### src/rtl/rtan_pkg.sv
// Shared definitions for the r*tan(theta) request arbiter: angle indices,
// controller states, owner encoding and the 90 degree saturation value.
`timescale 1ns/1ps
package rtan_pkg;

    localparam logic [2:0] ANG_00      = 3'd0;
    localparam logic [2:0] ANG_15      = 3'd1;
    localparam logic [2:0] ANG_30      = 3'd2;
    localparam logic [2:0] ANG_45      = 3'd3;
    localparam logic [2:0] ANG_60      = 3'd4;
    localparam logic [2:0] ANG_75      = 3'd5;
    localparam logic [2:0] ANG_90      = 3'd6;
    localparam logic [2:0] ANG_ILLEGAL = 3'd7;

    localparam logic signed [10:0] RTAN_MAX = 11'sh3FF;

    typedef enum logic [1:0] {
        ST_IDLE   = 2'd0,
        ST_SETTLE = 2'd1,
        ST_RESP   = 2'd2
    } state_t;

    typedef enum logic {
        OWNER_A = 1'b0,
        OWNER_B = 1'b1
    } owner_t;

endpackage

### src/rtl/rr_arb2.sv
// Two-input round-robin grant. The side not granted last wins a tie; the
// pointer moves to the other side on every accepted grant.
`timescale 1ns/1ps
module rr_arb2 (
    input  logic       clock,
    input  logic       reset_n,
    input  logic [1:0] req,
    input  logic       accept,
    output logic [1:0] grant
);

    logic prio_b_q;
    logic prio_b_d;

    // NOTE: every signal written here gets a default first so no latch is inferred.
    always_comb begin
        grant    = req;
        prio_b_d = prio_b_q;
        if (req == 2'b11) begin
            grant = prio_b_q ? 2'b10 : 2'b01;
        end
        if (accept && (grant != 2'b00)) begin
            prio_b_d = grant[0];
        end
    end

    // NOTE: state registers use non-blocking assignments so all flops update together.
    always_ff @(posedge clock or negedge reset_n) begin
        if (!reset_n) begin
            prio_b_q <= 1'b0;
        end else begin
            prio_b_q <= prio_b_d;
        end
    end

endmodule

### src/rtl/rtan_calc.sv
// Combinational r*tan(theta) for 0..90 degrees in 15 degree steps, using
// fixed-point tangent constants and floor-rounding arithmetic shifts.
`timescale 1ns/1ps
module rtan_calc
    import rtan_pkg::*;
#(
    parameter int R_WIDTH   = 9,
    parameter int OUT_WIDTH = 11
) (
    input  logic signed [R_WIDTH-1:0]   r,
    input  logic        [2:0]           idx,
    output logic signed [OUT_WIDTH-1:0] result,
    output logic                        inf,
    output logic                        err
);

    localparam int PW = R_WIDTH + 14;

    localparam logic signed [PW-1:0] K15 = PW'(549);
    localparam logic signed [PW-1:0] K30 = PW'(591);
    localparam logic signed [PW-1:0] K60 = PW'(3547);
    localparam logic signed [PW-1:0] K75 = PW'(7643);

    localparam logic signed [OUT_WIDTH-1:0] RMAX = {1'b0, {(OUT_WIDTH-1){1'b1}}};

    logic signed [PW-1:0]        r_ext;
    logic signed [OUT_WIDTH-1:0] q15;
    logic signed [OUT_WIDTH-1:0] q30;
    logic signed [OUT_WIDTH-1:0] q60;
    logic signed [OUT_WIDTH-1:0] q75;

    assign r_ext = PW'(r);

    // >>> on a signed product rounds toward -inf; the cast keeps the low OUT_WIDTH bits.
    assign q15 = OUT_WIDTH'((r_ext * K15) >>> 11);
    assign q30 = OUT_WIDTH'((r_ext * K30) >>> 10);
    assign q60 = OUT_WIDTH'((r_ext * K60) >>> 11);
    assign q75 = OUT_WIDTH'((r_ext * K75) >>> 11);

    always_comb begin
        result = '0;
        inf    = 1'b0;
        err    = 1'b0;
        case (idx)
            ANG_00: result = '0;
            ANG_15: result = q15;
            ANG_30: result = q30;
            ANG_45: result = OUT_WIDTH'(r);
            ANG_60: result = q60;
            ANG_75: result = q75;
            ANG_90: begin
                inf    = 1'b1;
                result = r[R_WIDTH-1] ? -RMAX : RMAX;
            end
            default: err = 1'b1;
        endcase
    end

endmodule

### src/rtl/rtan_request_arbiter.sv
// Shares one r*tan(theta) calculator between requesters A and B: round-robin
// accept, hold operands for SETTLE_CYCLES, then return a one-cycle valid.
`timescale 1ns/1ps
module rtan_request_arbiter
    import rtan_pkg::*;
#(
    parameter int R_WIDTH       = 9,
    parameter int OUT_WIDTH     = 11,
    parameter int SETTLE_CYCLES = 2
) (
    input  logic                        clock,
    input  logic                        reset_n,
    input  logic                        req_a,
    input  logic signed [R_WIDTH-1:0]   r_a,
    input  logic        [2:0]           idx_a,
    input  logic                        req_b,
    input  logic signed [R_WIDTH-1:0]   r_b,
    input  logic        [2:0]           idx_b,
    output logic                        ack_a,
    output logic                        ack_b,
    output logic                        rvalid_a,
    output logic                        rvalid_b,
    output logic signed [OUT_WIDTH-1:0] resp_data,
    output logic                        resp_inf,
    output logic                        resp_err,
    output logic                        busy
);

    localparam logic [3:0] SETTLE_LAST = 4'(SETTLE_CYCLES - 1);

    state_t                      state_q,    state_d;
    logic [3:0]                  cnt_q,      cnt_d;
    logic signed [R_WIDTH-1:0]   r_q,        r_d;
    logic [2:0]                  idx_q,      idx_d;
    owner_t                      owner_q,    owner_d;
    logic                        ack_a_q,    ack_a_d;
    logic                        ack_b_q,    ack_b_d;
    logic                        rvalid_a_q, rvalid_a_d;
    logic                        rvalid_b_q, rvalid_b_d;
    logic signed [OUT_WIDTH-1:0] data_q,     data_d;
    logic                        inf_q,      inf_d;
    logic                        err_q,      err_d;

    logic                        accept;
    logic [1:0]                  grant;
    logic signed [OUT_WIDTH-1:0] calc_data;
    logic                        calc_inf;
    logic                        calc_err;

    assign accept = (state_q == ST_IDLE) && (req_a || req_b);

    rr_arb2 u_arb (
        .clock   (clock),
        .reset_n (reset_n),
        .req     ({req_b, req_a}),
        .accept  (accept),
        .grant   (grant)
    );

    // Fed only from the operand registers, so requester inputs may change after ack.
    rtan_calc #(
        .R_WIDTH   (R_WIDTH),
        .OUT_WIDTH (OUT_WIDTH)
    ) u_calc (
        .r      (r_q),
        .idx    (idx_q),
        .result (calc_data),
        .inf    (calc_inf),
        .err    (calc_err)
    );

    always_comb begin
        state_d    = state_q;
        cnt_d      = cnt_q;
        r_d        = r_q;
        idx_d      = idx_q;
        owner_d    = owner_q;
        ack_a_d    = 1'b0;
        ack_b_d    = 1'b0;
        rvalid_a_d = 1'b0;
        rvalid_b_d = 1'b0;
        data_d     = data_q;
        inf_d      = inf_q;
        err_d      = err_q;

        case (state_q)
            ST_IDLE: begin
                if (accept) begin
                    owner_d = grant[1] ? OWNER_B : OWNER_A;
                    r_d     = grant[1] ? r_b : r_a;
                    idx_d   = grant[1] ? idx_b : idx_a;
                    ack_a_d = grant[0];
                    ack_b_d = grant[1];
                    cnt_d   = 4'd0;
                    state_d = ST_SETTLE;
                end
            end
            ST_SETTLE: begin
                if (cnt_q == SETTLE_LAST) begin
                    data_d     = calc_data;
                    inf_d      = calc_inf;
                    err_d      = calc_err;
                    rvalid_a_d = (owner_q == OWNER_A);
                    rvalid_b_d = (owner_q == OWNER_B);
                    cnt_d      = 4'd0;
                    state_d    = ST_RESP;
                end else begin
                    cnt_d = cnt_q + 4'd1;
                end
            end
            ST_RESP: state_d = ST_IDLE;
            default: state_d = ST_IDLE;
        endcase
    end

    always_ff @(posedge clock or negedge reset_n) begin
        if (!reset_n) begin
            state_q    <= ST_IDLE;
            cnt_q      <= 4'd0;
            r_q        <= '0;
            idx_q      <= 3'd0;
            owner_q    <= OWNER_A;
            ack_a_q    <= 1'b0;
            ack_b_q    <= 1'b0;
            rvalid_a_q <= 1'b0;
            rvalid_b_q <= 1'b0;
            data_q     <= '0;
            inf_q      <= 1'b0;
            err_q      <= 1'b0;
        end else begin
            state_q    <= state_d;
            cnt_q      <= cnt_d;
            r_q        <= r_d;
            idx_q      <= idx_d;
            owner_q    <= owner_d;
            ack_a_q    <= ack_a_d;
            ack_b_q    <= ack_b_d;
            rvalid_a_q <= rvalid_a_d;
            rvalid_b_q <= rvalid_b_d;
            data_q     <= data_d;
            inf_q      <= inf_d;
            err_q      <= err_d;
        end
    end

    assign ack_a     = ack_a_q;
    assign ack_b     = ack_b_q;
    assign rvalid_a  = rvalid_a_q;
    assign rvalid_b  = rvalid_b_q;
    assign resp_data = data_q;
    assign resp_inf  = inf_q;
    assign resp_err  = err_q;
    assign busy      = (state_q != ST_IDLE);

endmodule

### config.mk
export PLATFORM = sky130hd
export DESIGN_NAME = rtan_request_arbiter
export DESIGN_NICKNAME = d
export VERILOG_FILES = /design/src/rtl/rtan_pkg.sv /design/src/rtl/rr_arb2.sv /design/src/rtl/rtan_calc.sv /design/src/rtl/rtan_request_arbiter.sv
export SDC_FILE = /design/constraint.sdc
export NUM_CORES = 1
export LEC_CHECK = 0
export ABC_AREA = 1
export CAP_MARGIN = 20
export CORE_MARGIN = 1.5
export CORE_UTILIZATION = 30
export CTS_CLUSTER_DIAMETER = 200
export DETAILED_ROUTE_END_ITERATION = 16
export GPL_TIMING_DRIVEN = 0
export SYNTH_ARGS = -nofsm -noshare
export SYNTH_HDL_FRONTEND = slang
export SYNTH_SLANG_ARGS = --single-unit
### constraint.sdc
create_clock -name clock -period 7.7 [get_ports clock]
set_clock_uncertainty 0.05 [all_clocks]
set_input_delay 1.925 -clock clock [delete_from_list [all_inputs] [get_ports clock]]
set_output_delay 1.925 -clock clock [all_outputs]
set_load 0.01 [all_outputs]
==> results.md <==
- Status: complete, no violations
- Largest net degree at the start of global routing: 38
- Critical path class: reg2reg
- Final Hold Viols: 0
- Core Region: about 27,000 sq um
- Grt total ovfl: 0
- Worst Tran Pin Value: approximately 0.87 ns
- Final worst path period share: roughly 70%
- CTS resizes: 0
- Worst R2R Path Depth: 19
- Synth top area cells: ha_1 (28%), fa_1 (17%), dfrtp_1 (11%), inv_1 (10%), nand2_1 (9.7%)
- Final setup violating endpoints: 0
- Final WS setup: about 2.1 ns
- CTS clock-pin slew for the worst setup and hold paths: approximately 0.06 ns
- Final slew viol count: 0
- # nets final: 1,445
- RSZ-0062 raised after global routing: false
- Number of global-route vias before repair: 7,069
- I/O Pins: 46
- Port bufs: 45
- Reg area: about 900 sq um
- Post-synth top area share: 28.4%
- Critical Path RT: 7.84 ns
- TritonCTS clock tree: built
- DRT Pass-1 Iters: 5
- Critical Path Start: r_q[6]$_DFFE_PN0P_
- Die X: 170 um
- Num CTS Buffers: 5
- Post-Synthesis Cells: 1,103
- Die area: between 20,000 and 30,000 sq um
- First-pass GRT wire length: about 37,000 um
- Top FF cell, synth: dfrtp_1
- Synth Cell Area: around 8400 sq um
- Largest stage delay, worst path: 0.81 ns
- Fmax: 180 MHz
- Ys async rst share: 100%
- Design Area, Final: 9460 sq um
- Clock Tree Root: clkbuf_16
- Worst min-delay path class: reg2reg
- Multi-input gate area: ~6500 sq um
- Hold Path Origin: owner_q$_DFFE_PN0P_
- GR Util All Layers: ~16%
- Pre-CTS setup slack: between 1.5 and 2 ns
- R2r endpoint: resp_data[10]$_DFFE_PN0P_
- R2R Path Start: r_q[6]$_DFFE_PN0P_
- H-tree levels: 2
- Worst Path Arrival: approximately 5.7 ns
- DRT Wirelength: 22,600 um
- Antenna cells: 0
- Cell variety after synth: 46
- Syn avg cell area: roughly 7.6 sq um
- Worst skew pair latency: about 0.29 ns
- Post-synth EDFFs: 0
- Hold EP: rvalid_a$_DFF_PN0_
- Routed length per instance: roughly 15 um
- Startpoint types: flop
- Antenna violations before repair: 0
- Area delta synth->final: 13.1%
- Detailed placement HPWL: a little under 20,000 um
- Initial Util: 30.8%
- Max Cap Viol: 0
- Rows: 60
- Clk sinks: 37
- Synth warn: 0
- Rel. slew slack: roughly two fifths
- Hold path cells: 1
- CP max stage cell: dfrtp_1
- Postcts setup bufs: 0
- Worst-path maximum fanout: 12
- FF+latch count, synth: 37
- Final min period: ~5.6 ns
- Hold_buf cts: 0
- Via count: approximately 7,100
- Setup TNS: 0 ns
- DRC viols: 0
- Synth area leader: ha_1
- GPL Wtd Cong: around 0.90
- Syn Nets: approximately 1,400
- FILL cells: about 2,900
- Cell Chain, Critical Path: inv_1 > ha_1 > fa_1 > inv_1 > fa_1 > inv_1 > fa_1 > ha_1 > ha_1 > nand2_1 > nand2_1 > a21boi_1 > nor2_1 > nor3_1 > nand3_1 > nand3_1 > nand4_1 > nand2_1 > nand2_1
- Seq/Total Area, Yosys: 11.1%
- DR iter-0 viols: between 300 and 400
- Cell repeated most along the worst path: nand2_1
- Die span in y: 170 um
- Max clock buf depth: 2
- Post-DP Area: 9270 sq um
- Most common cell after layout, fill and taps aside: inv_1
- Placed Cells incl. Taps: roughly 1,500
- Layout cells sized above 1: under 10%
- Crit path capture type: flop
- Most frequent cells in the layout: inv_1 (224), nand2_1 (215), ha_1 (190), nor2_1 (87), fa_1 (71)
- Post-route ant nets: 0
- Post-Layout Cell Count: between 1,500 and 2,000
- FF-to-FF setup slack: between 2 and 2.5 ns
- Vias per cell: about 4.6
worst max-delay path, delay by kind of cell, from the launching register on:
kind	cells	cell delay, ns
adders and majority gates	6	2.89
and+or+nand+nor	9	0.98
DFF	1	0.81
buffers and inverters	3	0.45
AOI/OAI and AO/OA	1	0.23
flip-flops by register name (all words and copies together) (netlist names):
register / flops
r_q: 9
rvalid_a: 1
idx_q: 3
state_q: 2
ack_a: 1
cnt_q: 4
owner_q: 1
resp_data: 11
resp_inf: 1
resp_err: 1
rvalid_b: 1
u_arb.prio_b_q: 1
ack_b: 1
final cells by class:
| class | count | area share (%) |
|---|---|---|
| multi-input cells | 824 | 68.8 |
| clock inverters | 3 | 0.463 |
| repair buffers | 46 | 4.87 |
| flip-flops and latches | 37 | 9.79 |
| plain buffers | 6 | 0.397 |
| inverters | 236 | 9.40 |
| well taps | 372 | 4.92 |
| clock buffers | 5 | 1.32 |
synthesized netlist by cell type (8+ instances only):
| master | count |
|---|---|
| ha_1 | 190 |
| o21ai_0 | 31 |
| a21oi_1 | 55 |
| nand3_1 | 54 |
| inv_2 | 10 |
| o21bai_1 | 14 |
| nor2_1 | 87 |
| nor3_1 | 9 |
| fa_1 | 71 |
| nand4_1 | 8 |
| o22ai_1 | 16 |
| o21ai_1 | 16 |
| inv_1 | 224 |
| nand2_1 | 215 |
| dfrtp_1 | 37 |
| nand3b_1 | 10 |
layer usage:
layer	part of all wire (%)	vias up	GRT usage, %
met4	1.6	0	3.00
li1	-	3657	-
met1	50	3269	23.1
met3	4.7	21	1.51
met2	44	142	26.3
met5	0	-	0
stage by stage:
stage	utilization (%)	hold WS, ns
2_1_floorplan	-	0.352
3_3_place_gp	34.1	0.369
3_5_place_dp	34.1	0.375
4_1_cts	34.7	0.393
5_1_grt	34.8	0.410
6_report	34.8	0.398
logic make-up (layout without fill, tap and decap cells):
family,after synthesis,in the layout,share of synthesized area [%]
compound gates,153,153,10.5
xor+xnor,5,5,0.524
fa+ha+maj,261,261,45.4
buf+inv,242,296,11.1
flops,37,37,11.1
simple gates,405,405,21.4
worst max-delay path by stage:
| stage | slack, ns | to | depth (start not counted) |
|---|---|---|---|
| 2_1_floorplan | 3.06 | resp_data[7]$_DFFE_PN0P_ | 20 |
| 3_5_place_dp | 1.97 | resp_data[3]$_DFFE_PN0P_ | 18 |
| 3_3_place_gp | 1.99 | resp_data[3]$_DFFE_PN0P_ | 18 |
| 4_1_cts | 1.95 | resp_data[3]$_DFFE_PN0P_ | 18 |
| 5_1_grt | 1.90 | resp_data[8]$_DFFE_PN0P_ | 19 |
| 6_report | 2.15 | resp_data[10]$_DFFE_PN0P_ | 19 |
Power is not shown: default switching activity piles up to over one toggle a cycle in this logic, so the estimate is an artifact.
